File: src/rtl/bram_fifo_pkg.sv
// Shared constants and helpers for the BRAM-backed FIFO controller.
// Used by both the default build and builds with BRAM_FIFO_FLAGS_EN.
package bram_fifo_pkg;

  localparam int unsigned OB_DEPTH = 2;

  // Operation seen by the output buffer in one cycle: {capture, pop}.
  typedef enum logic [1:0] {
    OB_IDLE    = 2'b00,
    OB_POP     = 2'b01,
    OB_CAP     = 2'b10,
    OB_CAP_POP = 2'b11
  } ob_op_e;

  function automatic int unsigned fifo_depth(input int unsigned addr_w);
    return 32'd1 << addr_w;
  endfunction

  // Level counts RAM + in-flight read + output buffer, up to depth + 2.
  function automatic int unsigned level_width(input int unsigned addr_w);
    return addr_w + 32'd2;
  endfunction

endpackage

File: src/rtl/bram_fifo_obuf.sv
// Two-entry output buffer that absorbs the RAM read latency.
// The head register drives m_data directly and holds its value when empty.
module bram_fifo_obuf
  import bram_fifo_pkg::*;
#(
  parameter int G_WIDTH = 16
) (
  input  logic               clk,
  input  logic               rst_n,
  input  logic               cap_valid,
  input  logic [G_WIDTH-1:0] cap_data,
  input  logic               pop,
  output logic               m_valid,
  output logic [G_WIDTH-1:0] m_data,
  output logic [1:0]         ob_cnt
);

  localparam logic [1:0] FULL_CNT = 2'(OB_DEPTH);

  logic [G_WIDTH-1:0] slot1;
  ob_op_e             op;

  always_comb begin
    op = ob_op_e'({cap_valid, pop});
  end

  always_ff @(posedge clk) begin
    if (!rst_n) begin
      ob_cnt  <= '0;
      m_valid <= 1'b0;
      m_data  <= '0;
      slot1   <= '0;
    end else begin
      case (op)
        OB_CAP: begin
          if (ob_cnt == 2'd0) m_data <= cap_data;
          else                slot1  <= cap_data;
          ob_cnt  <= ob_cnt + 2'd1;
          m_valid <= 1'b1;
        end
        OB_POP: begin
          // With a single entry the head is left untouched so m_data holds.
          if (ob_cnt == FULL_CNT) m_data <= slot1;
          ob_cnt  <= ob_cnt - 2'd1;
          m_valid <= (ob_cnt == FULL_CNT);
        end
        OB_CAP_POP: begin
          if (ob_cnt == FULL_CNT) begin
            m_data <= slot1;
            slot1  <= cap_data;
          end else begin
            m_data <= cap_data;
          end
        end
        default: ;
      endcase
    end
  end

  always_ff @(posedge clk) begin
    if (rst_n) begin
      assert (!(op == OB_CAP && ob_cnt == FULL_CNT))
        else $error("bram_fifo_obuf: capture into full output buffer");
    end
  end

endmodule

File: src/rtl/bram_fifo_ctrl.sv
// FIFO controller around an external 1-cycle-latency dual-port BRAM (A write, B read).
// Define BRAM_FIFO_FLAGS_EN to add almost_full/almost_empty and sticky overflow/underflow.
module bram_fifo_ctrl
  import bram_fifo_pkg::*;
#(
  parameter int G_ADDR   = 6,
  parameter int G_WIDTH  = 16,
  parameter int G_AFULL  = 56,
  parameter int G_AEMPTY = 4
) (
  input  logic                clk,
  input  logic                rst_n,
  input  logic                s_valid,
  output logic                s_ready,
  input  logic [G_WIDTH-1:0]  s_data,
  output logic                m_valid,
  input  logic                m_ready,
  output logic [G_WIDTH-1:0]  m_data,
  output logic [G_ADDR+1:0]   level,
`ifdef BRAM_FIFO_FLAGS_EN
  output logic                almost_full,
  output logic                almost_empty,
  output logic                overflow,
  output logic                underflow,
`endif
  output logic                ram_wea,
  output logic [G_ADDR-1:0]   ram_addra,
  output logic [G_WIDTH-1:0]  ram_dia,
  output logic [G_ADDR-1:0]   ram_addrb,
  input  logic [G_WIDTH-1:0]  ram_dob
);

  localparam int unsigned D  = fifo_depth(G_ADDR);
  localparam int unsigned LW = level_width(G_ADDR);

  typedef logic [G_ADDR:0] cnt_t;
  typedef logic [LW-1:0]   level_t;

  logic [G_ADDR-1:0] wptr, rptr;
  cnt_t              ram_cnt, ram_cnt_nxt;
  logic              rd_inflight;
  logic [1:0]        ob_cnt, ob_cnt_nxt;
  level_t            level_nxt;
  logic              push, pop, issue;

  always_comb begin
    push        = s_valid & s_ready;
    pop         = m_valid & m_ready;
    // pop implies ob_cnt >= 1, so this never underflows.
    ob_cnt_nxt  = ob_cnt + {1'b0, rd_inflight} - {1'b0, pop};
    issue       = (ram_cnt != '0) && (ob_cnt_nxt < 2'(OB_DEPTH));
    ram_cnt_nxt = ram_cnt + cnt_t'(push) - cnt_t'(issue);
    level_nxt   = level_t'(ram_cnt_nxt) + level_t'(issue) + level_t'(ob_cnt_nxt);
  end

  assign ram_wea   = push;
  assign ram_addra = wptr;
  assign ram_dia   = s_data;
  assign ram_addrb = rptr;

  always_ff @(posedge clk) begin
    if (!rst_n) begin
      wptr        <= '0;
      rptr        <= '0;
      ram_cnt     <= '0;
      rd_inflight <= 1'b0;
      s_ready     <= 1'b0;
      level       <= '0;
    end else begin
      if (push)  wptr <= wptr + 1'b1;
      if (issue) rptr <= rptr + 1'b1;
      ram_cnt     <= ram_cnt_nxt;
      rd_inflight <= issue;
      s_ready     <= (ram_cnt_nxt < cnt_t'(D));
      level       <= level_nxt;
    end
  end

  bram_fifo_obuf #(
    .G_WIDTH (G_WIDTH)
  ) u_obuf (
    .clk       (clk),
    .rst_n     (rst_n),
    .cap_valid (rd_inflight),
    .cap_data  (ram_dob),
    .pop       (pop),
    .m_valid   (m_valid),
    .m_data    (m_data),
    .ob_cnt    (ob_cnt)
  );

`ifdef BRAM_FIFO_FLAGS_EN
  always_ff @(posedge clk) begin
    if (!rst_n) begin
      almost_full  <= 1'b0;
      almost_empty <= 1'b0;
      overflow     <= 1'b0;
      underflow    <= 1'b0;
    end else begin
      almost_full  <= (level_nxt >= level_t'(G_AFULL));
      almost_empty <= (level_nxt <= level_t'(G_AEMPTY));
      if (s_valid && !s_ready) overflow  <= 1'b1;
      if (m_ready && !m_valid) underflow <= 1'b1;
    end
  end
`endif

  always_ff @(posedge clk) begin
    if (rst_n) begin
      assert (G_AEMPTY < G_AFULL && G_AFULL <= int'(D + OB_DEPTH))
        else $error("bram_fifo_ctrl: inconsistent flag thresholds");
      assert (!(push && issue && wptr == rptr))
        else $error("bram_fifo_ctrl: read/write address collision");
    end
  end

endmodule
File: config.mk
export PLATFORM = sky130hd
export DESIGN_NAME = bram_fifo_ctrl
export DESIGN_NICKNAME = d
export VERILOG_FILES = /design/src/rtl/bram_fifo_pkg.sv /design/src/rtl/bram_fifo_obuf.sv /design/src/rtl/bram_fifo_ctrl.sv
export SDC_FILE = /design/constraint.sdc
export NUM_CORES = 1
export LEC_CHECK = 0
export CORE_MARGIN = 4
export CORE_UTILIZATION = 25
export CTS_CLUSTER_DIAMETER = 40
export DETAILED_ROUTE_END_ITERATION = 10
export GPL_ROUTABILITY_DRIVEN = 0
export PLACE_DENSITY = 0.56
export SYNTH_ARGS = -nofsm -noshare
export SYNTH_HDL_FRONTEND = slang
export SYNTH_SLANG_ARGS = --single-unit
File: constraint.sdc
create_clock -name clk -period 5.46 [get_ports clk]
set_input_delay 1.638 -clock clk [delete_from_list [all_inputs] [get_ports clk]]
set_output_delay 1.638 -clock clk [all_outputs]
set_load 0.03 [all_outputs]
* Word level (Yosys, flattened, before mapping) *
Cells that the tools add are included.

operators by class
  add/subtract/negate cells = 10
  order comparisons = 2
  eq/ne operators = 8
  mux-type cells = 9
  bitwise gates (word level) = 2
  reduce and logical (&&, ||, !) cells = 8

operator list
  cell                   number
  $mux W16               5
  $pmux W16 S3           1
  $pmux W16 S2           1
  $add A6 B1 Y6 const B  2
  $add A7 B1 Y8          1
  $add A8 B2 Y8          1
  $add A7 B1 Y7          1
  $lt A7 B7 Y1 const B   1
  $reduce_bool A7 Y1     1
  $sub A7 B1 Y7          1
  $eq A2 B2 Y1 const B   3
  $ne A2 B1 Y1 const B   3
  $reduce_and A3 Y1      2
  $pmux W2 S2            1
  $reduce_bool A2 Y1     2
  $reduce_bool A3 Y1     1
  $add A2 B1 Y2          1
  $add A2 B1 Y2 const B  1
  $and A1 B1 Y1          2
  $eq A2 B1 Y1 const B   1
  $logic_not A2 Y1       1
  $lt A2 B2 Y1 const B   1
  $ne A2 B2 Y1 const B   1
  $pmux W1 S2            1
  other kinds (3)        3

word-level totals
  flip-flop bits (word level) = 64
  bits of input ports = 36
  word-level logic and storage cells = 49

* Depth between registers and ports, before layout *
Gate-level depths: netlist (run 1).

  word-level depth = 7
  depth in mapped cells = 19

* Cells and area by module *
Synthesis (run 1) repeated with hierarchy kept, for this count alone.

unflattened totals
  cell total of the unflattened synthesis = 369
  area total of the unflattened synthesis = 3,423.3 sq um

modules (own cells, without submodules)
  module          instances  cells each  area an instance (sq um)
  bram_fifo_obuf  1          195         1,774.2
  bram_fifo_ctrl  1          174         1,649.1

* Worst setup path before layout (run 1) *
Ideal clock, no wire load.

  path type = input -> register
  from = input m_ready
  to = register level[7]
  arrival time = 4.875 ns
  slack = 0.520 ns
  stages = 19
  path buffers = 0
  cell sequence = nand2_1 > nand2_1 > nand2_1 > ha_1 > xor2_1 > xnor2_1 > nor2_1 > ha_1 > inv_1 > ha_1 > inv_1 > fa_1 > inv_1 > ha_1 > a21oi_1 > nor2b_1 > inv_1 > nor4_1 > nor2b_1

on the way
  longest elaborated chain between the ends = 7

ends and longest elaborated chain
  what                      RTL line              source
  start: declaration        bram_fifo_ctrl.sv:17  input logic m_ready,
  $and A1 B1 Y1             bram_fifo_ctrl.sv:48  pop = m_valid & m_ready;
  $sub A2 B1 Y2             bram_fifo_ctrl.sv:50  ob_cnt_nxt = ob_cnt + {1'b0, rd_inflight} - {1'b0, pop};
  $lt A2 B2 Y1              bram_fifo_ctrl.sv:51  issue = (ram_cnt != '0) && (ob_cnt_nxt < 2'(OB_DEPTH));
  $logic_and A1 B1 Y1       bram_fifo_ctrl.sv:51
  named net issue           bram_fifo_ctrl.sv:44  logic push, pop, issue;
  $sub A7 B1 Y7             bram_fifo_ctrl.sv:52  ram_cnt_nxt = ram_cnt + cnt_t'(push) - cnt_t'(issue);
  named net ram_cnt_nxt[1]  bram_fifo_ctrl.sv:40  cnt_t ram_cnt, ram_cnt_nxt;
  $add A7 B1 Y8             bram_fifo_ctrl.sv:53  level_nxt = level_t'(ram_cnt_nxt) + level_t'(issue) + level_t'(ob_cnt_nxt);
  $add A8 B2 Y8             bram_fifo_ctrl.sv:53
  end signal: assignment    bram_fifo_ctrl.sv:75  level <= level_nxt;
  end: declaration          bram_fifo_ctrl.sv:19  output logic [G_ADDR+1:0] level,

The timed path passes the listed nets, and every way through them passes these cells.
A chain may end at the register's enable or synchronous reset.

* Final worst setup path (run 1) *
Ends and elaborated chain as after synthesis.

==> flow_summary.yaml, run 1 <==
sta:
  min_period_ns: 5.038
  relSlewSlack_pct: 59.96
  fmaxAchievable_mhz: 198.5
  finalSetupTns_ns: 0
  drv_slew: 0
  tightest_slew_ns: 0.6006
  hold_violations: 0
  setup_viol: 0
  finalCritPeriodShare_pct: 92.26
  clock_skew_ns: 0.004608
  rsz0062_at_grt: "false"
final_layout:
  area_growth_pct: 33.22
  drive_gt1_share_pct: 6.596
  layoutNonFillerInstCount: 522
  final_util_pct: 34.48
  layout_common_cells: "dfxtp_1, clkdlybuf4s50_1, nor2_1, mux2i_1, nand2_1"
  final_common_cell: "dfxtp_1"
  nets: 426
  final_cell_area_um2: 4004
  n_antenna_cell: 0
synth:
  synth_edf_count: 0
  syn_inst: 327
  syn_area_um2: 3005
  async_flop_share_pct: 0
  postSynthAreaPerCell_um2: 9.191
  synth_ff_type: "dfxtp_1"
  synth_nets: 379
  synth_seq_area_share_pct: 42.63
  yosysWarnings: 0
  ys_types: 36
  ys_ff_latch: 64
worst_setup_path:
  reg2reg_setup_slack_ns: 1.81
  worstSetupPathType: "in2reg"
  slowest_delay_ns: 0.53
  critPathSlowestCell: "clkdlybuf4s50_1"
  crit_arrival_ns: 5.30
  r2r_start: "u_obuf.ob_cnt[0]$_SDFFE_PN0P_"
  r2r_end: "level[7]$_SDFF_PN0_"
  crit_required_ns: 5.72
  cp_max_fo: 4
  worst_setup_path_start_kind: "primary input"
  cpLargestDelayFamily: "adder cells"
  cp-end-kind: "flop"
  crit_buf_inv: 5
  path_cells: "clkdlybuf4s50_1 > nand2_1 > nand2_1 > nand2_1 > ha_1 > xor2_1 > xnor2_1 > nor2_1 > ha_1 > inv_1 > ha_1 > inv_1 > fa_1 > inv_1 > ha_1 > a21oi_1 > nor2b_1 > inv_1 > nor4_1 > nor2b_1"
  r2r_cells: 18
floorplanning:
  fp-row-count: 39
  die_w_um: 117.6
  io_pins: 91
  dieArea_um2: 13840
  coreArea_um2: 11610
  start_util_pct: 25.88
  dieHeight_um: 117.6
clock_tree:
  cts_tree: "built"
  cts_buffers: 9
  cts.sinks: 64
  insertion_delay_ns: 0.33
  cts_repair_resize_count: 0
  cts_setup_buffers: 0
  cts.path.max_buffers: 2
  clk_pin_slew_ns: 0.05
  cts-root-buf: "clkbuf_16"
  cts-hold-fix-buffers: 0
  h-tree-depth: 3
pwr:
  p_sw_share_pct: 40.03
  power-per-cell-area_nw_per_um2: 715.1
  p_int_mw: 1.717
  pwr-share-clk_pct: 23.5
  pwr-share-comb_pct: 51.3
  p_switching_mw: 1.146
  leakage_nw: 1.618
  ir_drop_mv: 0.1668
  power_frac_seq_pct: 25.1
placed_design:
  post-place-cells: 506
  placed_area_um2: 3650
  portBuffers: 58
  hpwl_um: 4705
grt:
  grt_use_total_pct: 9.988
  antenna_found_initial: 0
  grt_max_degree: 58
  grt_overflow_total: 0
  grt_pass1_wl_um: 11470
  grt_pass1_vias: 2382
drt:
  via_count: 2322
  drc_errors: 0
  ant_nets: 0
  vias_per_cell: 4.448
  firstDrtPassIters: 4
  drt_iter0_markers: 112
  wl_per_cell_um: 12.62
  wl_um: 6586
hold_path:
  hold_depth: 2
  hold_path.startpoint: "ram_addra[1]$_SDFFE_PN0P_"
  hold_class: "reg2reg"
  holdPathEnd: "ram_addra[1]$_SDFFE_PN0P_"
run:
  maxCapViolCount: 0
run_status:
  outcome: "completed"
final cells by class:
class	instances	area [um^2]
fillers	1195	7610
multi-input cells	217	1493
flip-flops and latches	64	1281
repair buffers	65	633.1
clock buffers	10	239.0
well taps	143	178.9
clock inverters	6	115.1
inverters	17	63.81
tightest hold or removal path: cells and delay by family, from the launching register on:
family             cells  cell delay (ns)
DFF                    1             0.33
AOI/OAI and AO/OA      1             0.05
and+or+nand+nor        1             0.06
metrics by stage:
stage	power, mW	setup slack [ns]	hold slack (ns)
6_report	2.863	0.4224	0.4897
2_1_floorplan	1.789	0.5195	0.4632
3_3_place_gp	2.198	0.1619	0.4744
5_1_grt	3.109	0.06521	0.5254
3_5_place_dp	2.216	0.08138	0.4837
4_1_cts	2.909	0.4083	0.4945
logic make-up (layout without fill, tap and decap cells):
logic type / Yosys count / after routing / share of synthesized area [%]
XOR/XNOR: 19 / 19 / 5.537
multiplexers: 33 / 33 / 10.99
flip-flops: 64 / 64 / 42.63
buffers and inverters: 46 / 98 / 7.910
adder cells (fa/ha/maj): 16 / 16 / 7.411
AO/OA/AOI/OAI: 37 / 37 / 8.410
AND/OR/NAND/NOR: 112 / 112 / 17.11
synth_stat cells, types with 6 or more instances:
cell,count,area [um^2]
dfxtp_1,64,1281
nor2_1,55,206.5
mux2i_1,33,330.3
buf_4,17,127.6
inv_1,17,63.81
nand2_1,17,63.81
a211oi_1,16,120.1
ha_1,13,162.7
xnor2_1,13,113.9
clkbuf_1,9,33.78
a21oi_1,7,35.03
nand3_1,6,30.03
xor2_1,6,52.55
sequential cells by signal, summed over array words and instances (netlist names):
name	flops
u_obuf.m_valid	1
u_obuf.m_data	16
ram_cnt	7
ram_addra	6
s_ready	1
rd_inflight	1
u_obuf.ob_cnt	2
u_obuf.slot1	16
level	8
ram_addrb	6
how the worst max path moves through the flow:
stage               slack, ns     from             endpoint  cells past startpoint
CTS                      0.41  m_ready  level[7]$_SDFF_PN0_                     20
global route             0.07  m_ready  level[6]$_SDFF_PN0_                     18
finish                   0.42  m_ready  level[7]$_SDFF_PN0_                     20
floorplan                0.52  m_ready  level[7]$_SDFF_PN0_                     19
detailed placement       0.08  m_ready  level[7]$_SDFF_PN0_                     20
global placement         0.16  m_ready  level[5]$_SDFF_PN0_                     20
power by group through the flow:
stage                     registers (mW)  clock network [mW]  logic (mW)
after floorplan                    0.876                   0       0.913
after global placement             0.727                   0        1.47
after detailed placement           0.730                   0        1.49
after CTS                          0.722               0.694        1.49
after global routing               0.738               0.711        1.66
final                              0.719               0.674        1.47
per-layer routing:
layer	share of wire, %	vias to the layer above	global-route usage, %	wire, um
met5	0	-	0	0
met4	2.6	0	5.641	170
met3	3.8	18	2.643	250
met2	49	37	16.42	3234
met1	45	1073	11.77	2931
li1	-	1194	-	-
(Power assumes the default switching activity.)
==> run 2, diff against run 1 <==
- PLACE_DENSITY: 0.56 -> unset
- PLACE_DENSITY_LB_ADDON: unset -> 0.05
==> flow_summary.yaml, run 2 (synthesized netlist as in run 1, its figures left out) <==
placed_design:
  portBuffers: 58
  hpwl_um: 5037
  placed_area_um2: 3657
  post-place-cells: 507
worst_setup_path:
  cp-end-kind: "flop"
  worstSetupPathType: "in2reg"
  crit_buf_inv: 5
  critPathSlowestCell: "clkdlybuf4s50_1"
  crit_arrival_ns: 5.16
  path_cells: "clkdlybuf4s50_1 > nand2_1 > nand2_1 > nand2_1 > ha_1 > xor2_1 > xnor2_1 > nor2_1 > ha_1 > inv_1 > ha_1 > inv_1 > fa_1 > inv_1 > ha_1 > a21oi_1 > nor2b_1 > inv_1 > o31a_1 > nor3_1"
  cpLargestDelayFamily: "adder cells"
  cp_max_fo: 4
  slowest_delay_ns: 0.52
  reg2reg_setup_slack_ns: 1.77
  worst_setup_path_start_kind: "primary input"
  crit_required_ns: 5.69
grt:
  grt_use_total_pct: 10.64
  grt_pass1_vias: 2386
  grt_pass1_wl_um: 11950
  grt_max_degree: 39
  grt_overflow_total: 0
  antenna_found_initial: 0
sta:
  rsz0062_at_grt: "false"
  tightest_slew_ns: 0.9913
  relSlewSlack_pct: 33.31
  finalSetupTns_ns: 0
  setup_viol: 0
  finalCritPeriodShare_pct: 90.20
  min_period_ns: 4.925
  fmaxAchievable_mhz: 203.0
  clock_skew_ns: 0.005777
  drv_slew: 0
  hold_violations: 0
final_layout:
  layout_common_cells: "dfxtp_1, clkdlybuf4s50_1, nor2_1, mux2i_1, nand2_1"
  n_antenna_cell: 0
  reg.largest.list: "u_obuf.m_data x16, u_obuf.slot1 x16, level x8"
  drive_gt1_share_pct: 6.596
  final_util_pct: 33.97
  layoutNonFillerInstCount: 522
  nets: 427
  final_cell_area_um2: 3945
  fill_cells: 1242
  final_common_cell: "dfxtp_1"
  area_growth_pct: 31.27
drt:
  wl_um: 7092
  drc_errors: 0
  via_count: 2326
  wl_per_cell_um: 13.59
  firstDrtPassIters: 6
  ant_nets: 0
  vias_per_cell: 4.456
  drt_iter0_markers: 55
clock_tree:
  cts-root-buf: "clkbuf_16"
  h-tree-depth: 3
  cts_buffers: 9
  clk_pin_slew_ns: 0.05
  cts_setup_buffers: 0
  cts-hold-fix-buffers: 0
  cts_repair_resize_count: 0
  cts_tree: "built"
  insertion_delay_ns: 0.32
  cts.sinks: 64
  cts.path.max_buffers: 2
floorplanning:
  die_w_um: 117.6
  fp-row-count: 39
  dieHeight_um: 117.6
  io_pins: 91
  dieArea_um2: 13840
  coreArea_um2: 11610
  start_util_pct: 25.88
run_status:
  outcome: "completed"
hold_path:
  hold_class: "reg2reg"
run:
  maxCapViolCount: 0
pwr:
  power_mw: 2.766
  ir_drop_mv: 0.2861
  leakage_nw: 1.600
  power-per-cell-area_nw_per_um2: 701.0
## run 2: report_power, final
| group | switching, mW | internal, mW | total [mW] | leakage [nW] |
|---|---|---|---|---|
| combinational | 0.849 | 0.640 | 1.49 | 0.930 |
| clock | 0.199 | 0.361 | 0.559 | 0.145 |
| sequential | 0.0950 | 0.623 | 0.718 | 0.526 |
## run 2: area by class of cell
cell class	instances	area (um^2)	area share (%)
Clock buffer	11	242.7	6.153
Clock inverter	4	45.04	1.142
Inverter	17	63.81	1.618
Multi-Input combinational cell	217	1493	37.84
Sequential cell	64	1281	32.48
Tap cell	143	178.9	4.535
Timing Repair Buffer	66	640.6	16.24
## run 2: path summary, 6_finish.rpt
path         depth (start not counted)                       endpoint                          start
max                                 20            level[5]$_SDFF_PN0_                        m_ready
min                                  2  u_obuf.slot1[14]$_SDFFE_PN0P_  u_obuf.slot1[14]$_SDFFE_PN0P_
max reg2reg                         17            level[5]$_SDFF_PN0_          ram_cnt[4]$_SDFF_PN0_
min reg2reg                          2  u_obuf.slot1[14]$_SDFFE_PN0P_  u_obuf.slot1[14]$_SDFFE_PN0P_
## run 2: tightest hold or removal path: stages, from the launching register on
cell and delay [ns]:
dfxtp_1 0.32, mux2i_1 0.07, nor2_1 0.07
## run 2: per-stage QoR
| stage | hold WS (ns) | setup slack, ns |
|---|---|---|
| after floorplan | 0.4632 | 0.5195 |
| after global placement | 0.4754 | 0.2359 |
| after detailed placement | 0.4853 | 0.2162 |
| after CTS | 0.4984 | 0.5207 |
| after global routing | 0.5237 | 0.1816 |
| final | 0.4935 | 0.5349 |
## run 2: per-layer routing
layer  share of wire (%)  track usage (%)  wire length (um)  vias up
met5                   0                0                 0        -
met4                 1.4            4.249               101        0
met3                 4.3            3.796               302       10
met2                  49            17.75              3455       40
met1                  46            12.43              3233     1087
li1                    -                -                 -     1189
==> run 3, diff against run 2 <==
- CTS_CLUSTER_DIAMETER: 40 -> 100
- SYNTH_HIERARCHICAL: unset -> 1
==> flow_summary.yaml, run 3 <==
run_status:
  outcome: "completed"
clock_tree:
  insertion_delay_ns: 0.34
  cts-root-buf: "clkbuf_16"
  cts.path.max_buffers: 2
  h-tree-depth: 3
  cts_tree: "built"
  cts_setup_buffers: 0
  cts-hold-fix-buffers: 0
  clk_pin_slew_ns: 0.05
  cts_repair_resize_count: 0
  cts.sinks: 64
  cts_buffers: 9
synth:
  synth_ff_type: "dfxtp_1"
  yosysWarnings: 6
  syn_inst: 369
  ys_ff_latch: 64
  netlist_top_cells_count: "dfxtp_1, o21ai_0, nand3_1"
  synth_nets: 427
  async_flop_share_pct: 0
  postSynthAreaPerCell_um2: 9.277
  synth_top_area_share_pct: 37.43
  syn_area_um2: 3423
  ys_types: 56
  synth_seq_area_share_pct: 37.43
  post-synth-top-count-cell: "dfxtp_1"
  synth_area_leaders: "dfxtp_1, ha_1, o21ai_0"
  yosysTopAreaCell: "dfxtp_1"
  synth_edf_count: 0
floorplanning:
  start_util_pct: 25.65
  dieHeight_um: 125.0
  dieArea_um2: 15630
  fp-row-count: 42
  coreArea_um2: 13350
  die_w_um: 125.0
  io_pins: 91
hold_path:
  hold_class: "reg2reg"
grt:
  grt_pass1_vias: 2907
  grt_use_total_pct: 12.54
  grt_max_degree: 35
  antenna_found_initial: 0
  grt_overflow_total: 0
  grt_pass1_wl_um: 15680
final_layout:
  layoutNonFillerInstCount: 585
  reg.largest.list: "u_obuf/m_data x16, u_obuf/slot1 x16, level x8"
  nets: 464
  layout_common_cells: "dfxtp_1, clkdlybuf4s50_1, o21ai_0, nand3_1"
  area_growth_pct: 25.15
  n_antenna_cell: 0
  final_common_cell: "dfxtp_1"
  drive_gt1_share_pct: 9.535
placed_design:
  hpwl_um: 6247
  post-place-cells: 571
  portBuffers: 58
worst_setup_path:
  crit_required_ns: 5.72
  worst_setup_path_start_kind: "primary input"
  critPathSlowestCell: "or3b_2"
  cpLargestDelayFamily: "adder cells"
  crit_buf_inv: 3
  cp_max_fo: 4
  worstSetupPathType: "in2reg"
  cp-end-kind: "flop"
  path_cells: "clkdlybuf4s50_1 > and2_1 > ha_1 > inv_1 > ha_1 > xor3_1 > a31oi_2 > ha_1 > inv_1 > ha_1 > fa_1 > a211o_1 > a21o_1 > nand2_1 > or3b_2 > a21oi_1"
  path_common_cell: "ha_1"
  crit_arrival_ns: 5.19
  slowest_delay_ns: 0.45
sta:
  fmaxAchievable_mhz: 203.0
  clock_skew_ns: 0.008723
  finalCritPeriodShare_pct: 90.21
  setup_viol: 0
  tightest_slew_ns: 0.9055
  min_period_ns: 4.926
  fin_hold_ws_ns: 0.4701
  hold_violations: 0
  relSlewSlack_pct: 39.57
  rsz0062_at_grt: "false"
  drv_slew: 0
  finalSetupTns_ns: 0
drt:
  wl_um: 9530
  wl_per_cell_um: 16.29
  firstDrtPassIters: 4
  via_count: 2857
  ant_nets: 0
  drc_errors: 0
  drt_iter0_markers: 192
  vias_per_cell: 4.884
pwr:
  pwr-share-clk_pct: 17.5
  pwr-share-comb_pct: 58.7
  leakage_nw: 1.584
  ir_drop_mv: 0.2943
  p_switching_mw: 1.305
  power_mw: 2.967
  p_sw_share_pct: 44.00
  power_frac_seq_pct: 23.7
  p_int_mw: 1.661
  power-per-cell-area_nw_per_um2: 692.5
run:
  maxCapViolCount: 0
## run 3: cell types whose count changed in the layout (fill, tap and decap cells not counted), sizes merged, moves of 4 or more
cell,change
and2,+4
xnor2,-7
nand2,-10
a21oi,+13
nand3,+28
mux2i,-29
nor4,-4
nor2b,-5
ha,+6
xor2,+5
o21ai,+30
a311oi,+17
nor2,-33
## run 3: layer usage
layer  vias to the layer above  GRT usage, %  wire length [um]
met5                         -             0                 0
met4                         0         2.934                82
met3                         9         5.544               625
met2                        86         21.20              4579
met1                      1379         14.67              4242
li1                       1383             -                 -
## run 3: power groups by stage
stage,clock (mW),combinational [mW],sequential (mW)
CTS,0.545,1.78,0.707
global placement,0,1.78,0.715
global route,0.565,1.93,0.726
detailed placement,0,1.76,0.715
finish,0.520,1.74,0.704
floorplan,0,1.15,0.851
## run 3: cells by family (layout without fill, tap and decap cells)
kind of cell | count (synthesis) | after routing | synth area share, %
AO/OA/AOI/OAI | 103 | 103 | 21.38
AND/OR/NAND/NOR | 100 | 100 | 16.70
flip-flops | 64 | 64 | 37.43
buffers and inverters | 58 | 98 | 9.210
adder cells (fa/ha/maj) | 22 | 22 | 8.699
XOR/XNOR | 18 | 18 | 5.044
multiplexers | 4 | 4 | 1.535
## run 3: final cells by class
| class | instances | area (um^2) |
|---|---|---|
| Fill cell | 1429 | 9064 |
| Clock buffer | 13 | 250.2 |
| Sequential cell | 64 | 1281 |
| Timing Repair Buffer | 64 | 625.6 |
| Clock inverter | 1 | 5.005 |
| Multi-Input combinational cell | 247 | 1827 |
| Inverter | 20 | 75.07 |
| Tap cell | 176 | 220.2 |
## run 3: worst paths after layout
| kind | end | from | slack [ns] | cells past startpoint |
|---|---|---|---|---|
| worst max-delay path | level[4]$_SDFF_PN0_ | m_ready | 0.53 | 16 |
| worst min-delay path | u_obuf/slot1[14]$_SDFFE_PN0P_ | u_obuf/slot1[14]$_SDFFE_PN0P_ | 0.47 | 2 |
| worst max register to register | level[4]$_SDFF_PN0_ | u_obuf/ob_cnt[0]$_SDFFE_PN0P_ | 1.75 | 15 |
| worst min register to register | u_obuf/slot1[14]$_SDFFE_PN0P_ | u_obuf/slot1[14]$_SDFFE_PN0P_ | 0.47 | 2 |
## run 3: through the flow
| stage | cell area, um^2 | util, % | setup WS [ns] |
|---|---|---|---|
| after detailed placement | 4029 | 30.18 | 0.1734 |
| final | 4284 | 32.10 | 0.5343 |
| after CTS | 4284 | 32.10 | 0.5262 |
| after floorplan | 3423 | - | 0.4405 |
| after global placement | 4029 | 30.18 | 0.2459 |
| after global routing | 4284 | 32.10 | 0.3404 |
## run 3: worst reg2reg max path: cells and delay by family (launching register included)
family | cells | cell delay (ns)
compound gates | 4 | 0.85
buf+inv | 3 | 0.18
fa+ha+maj | 5 | 1.21
simple gates | 2 | 0.60
flops | 1 | 0.53
xor+xnor | 1 | 0.26
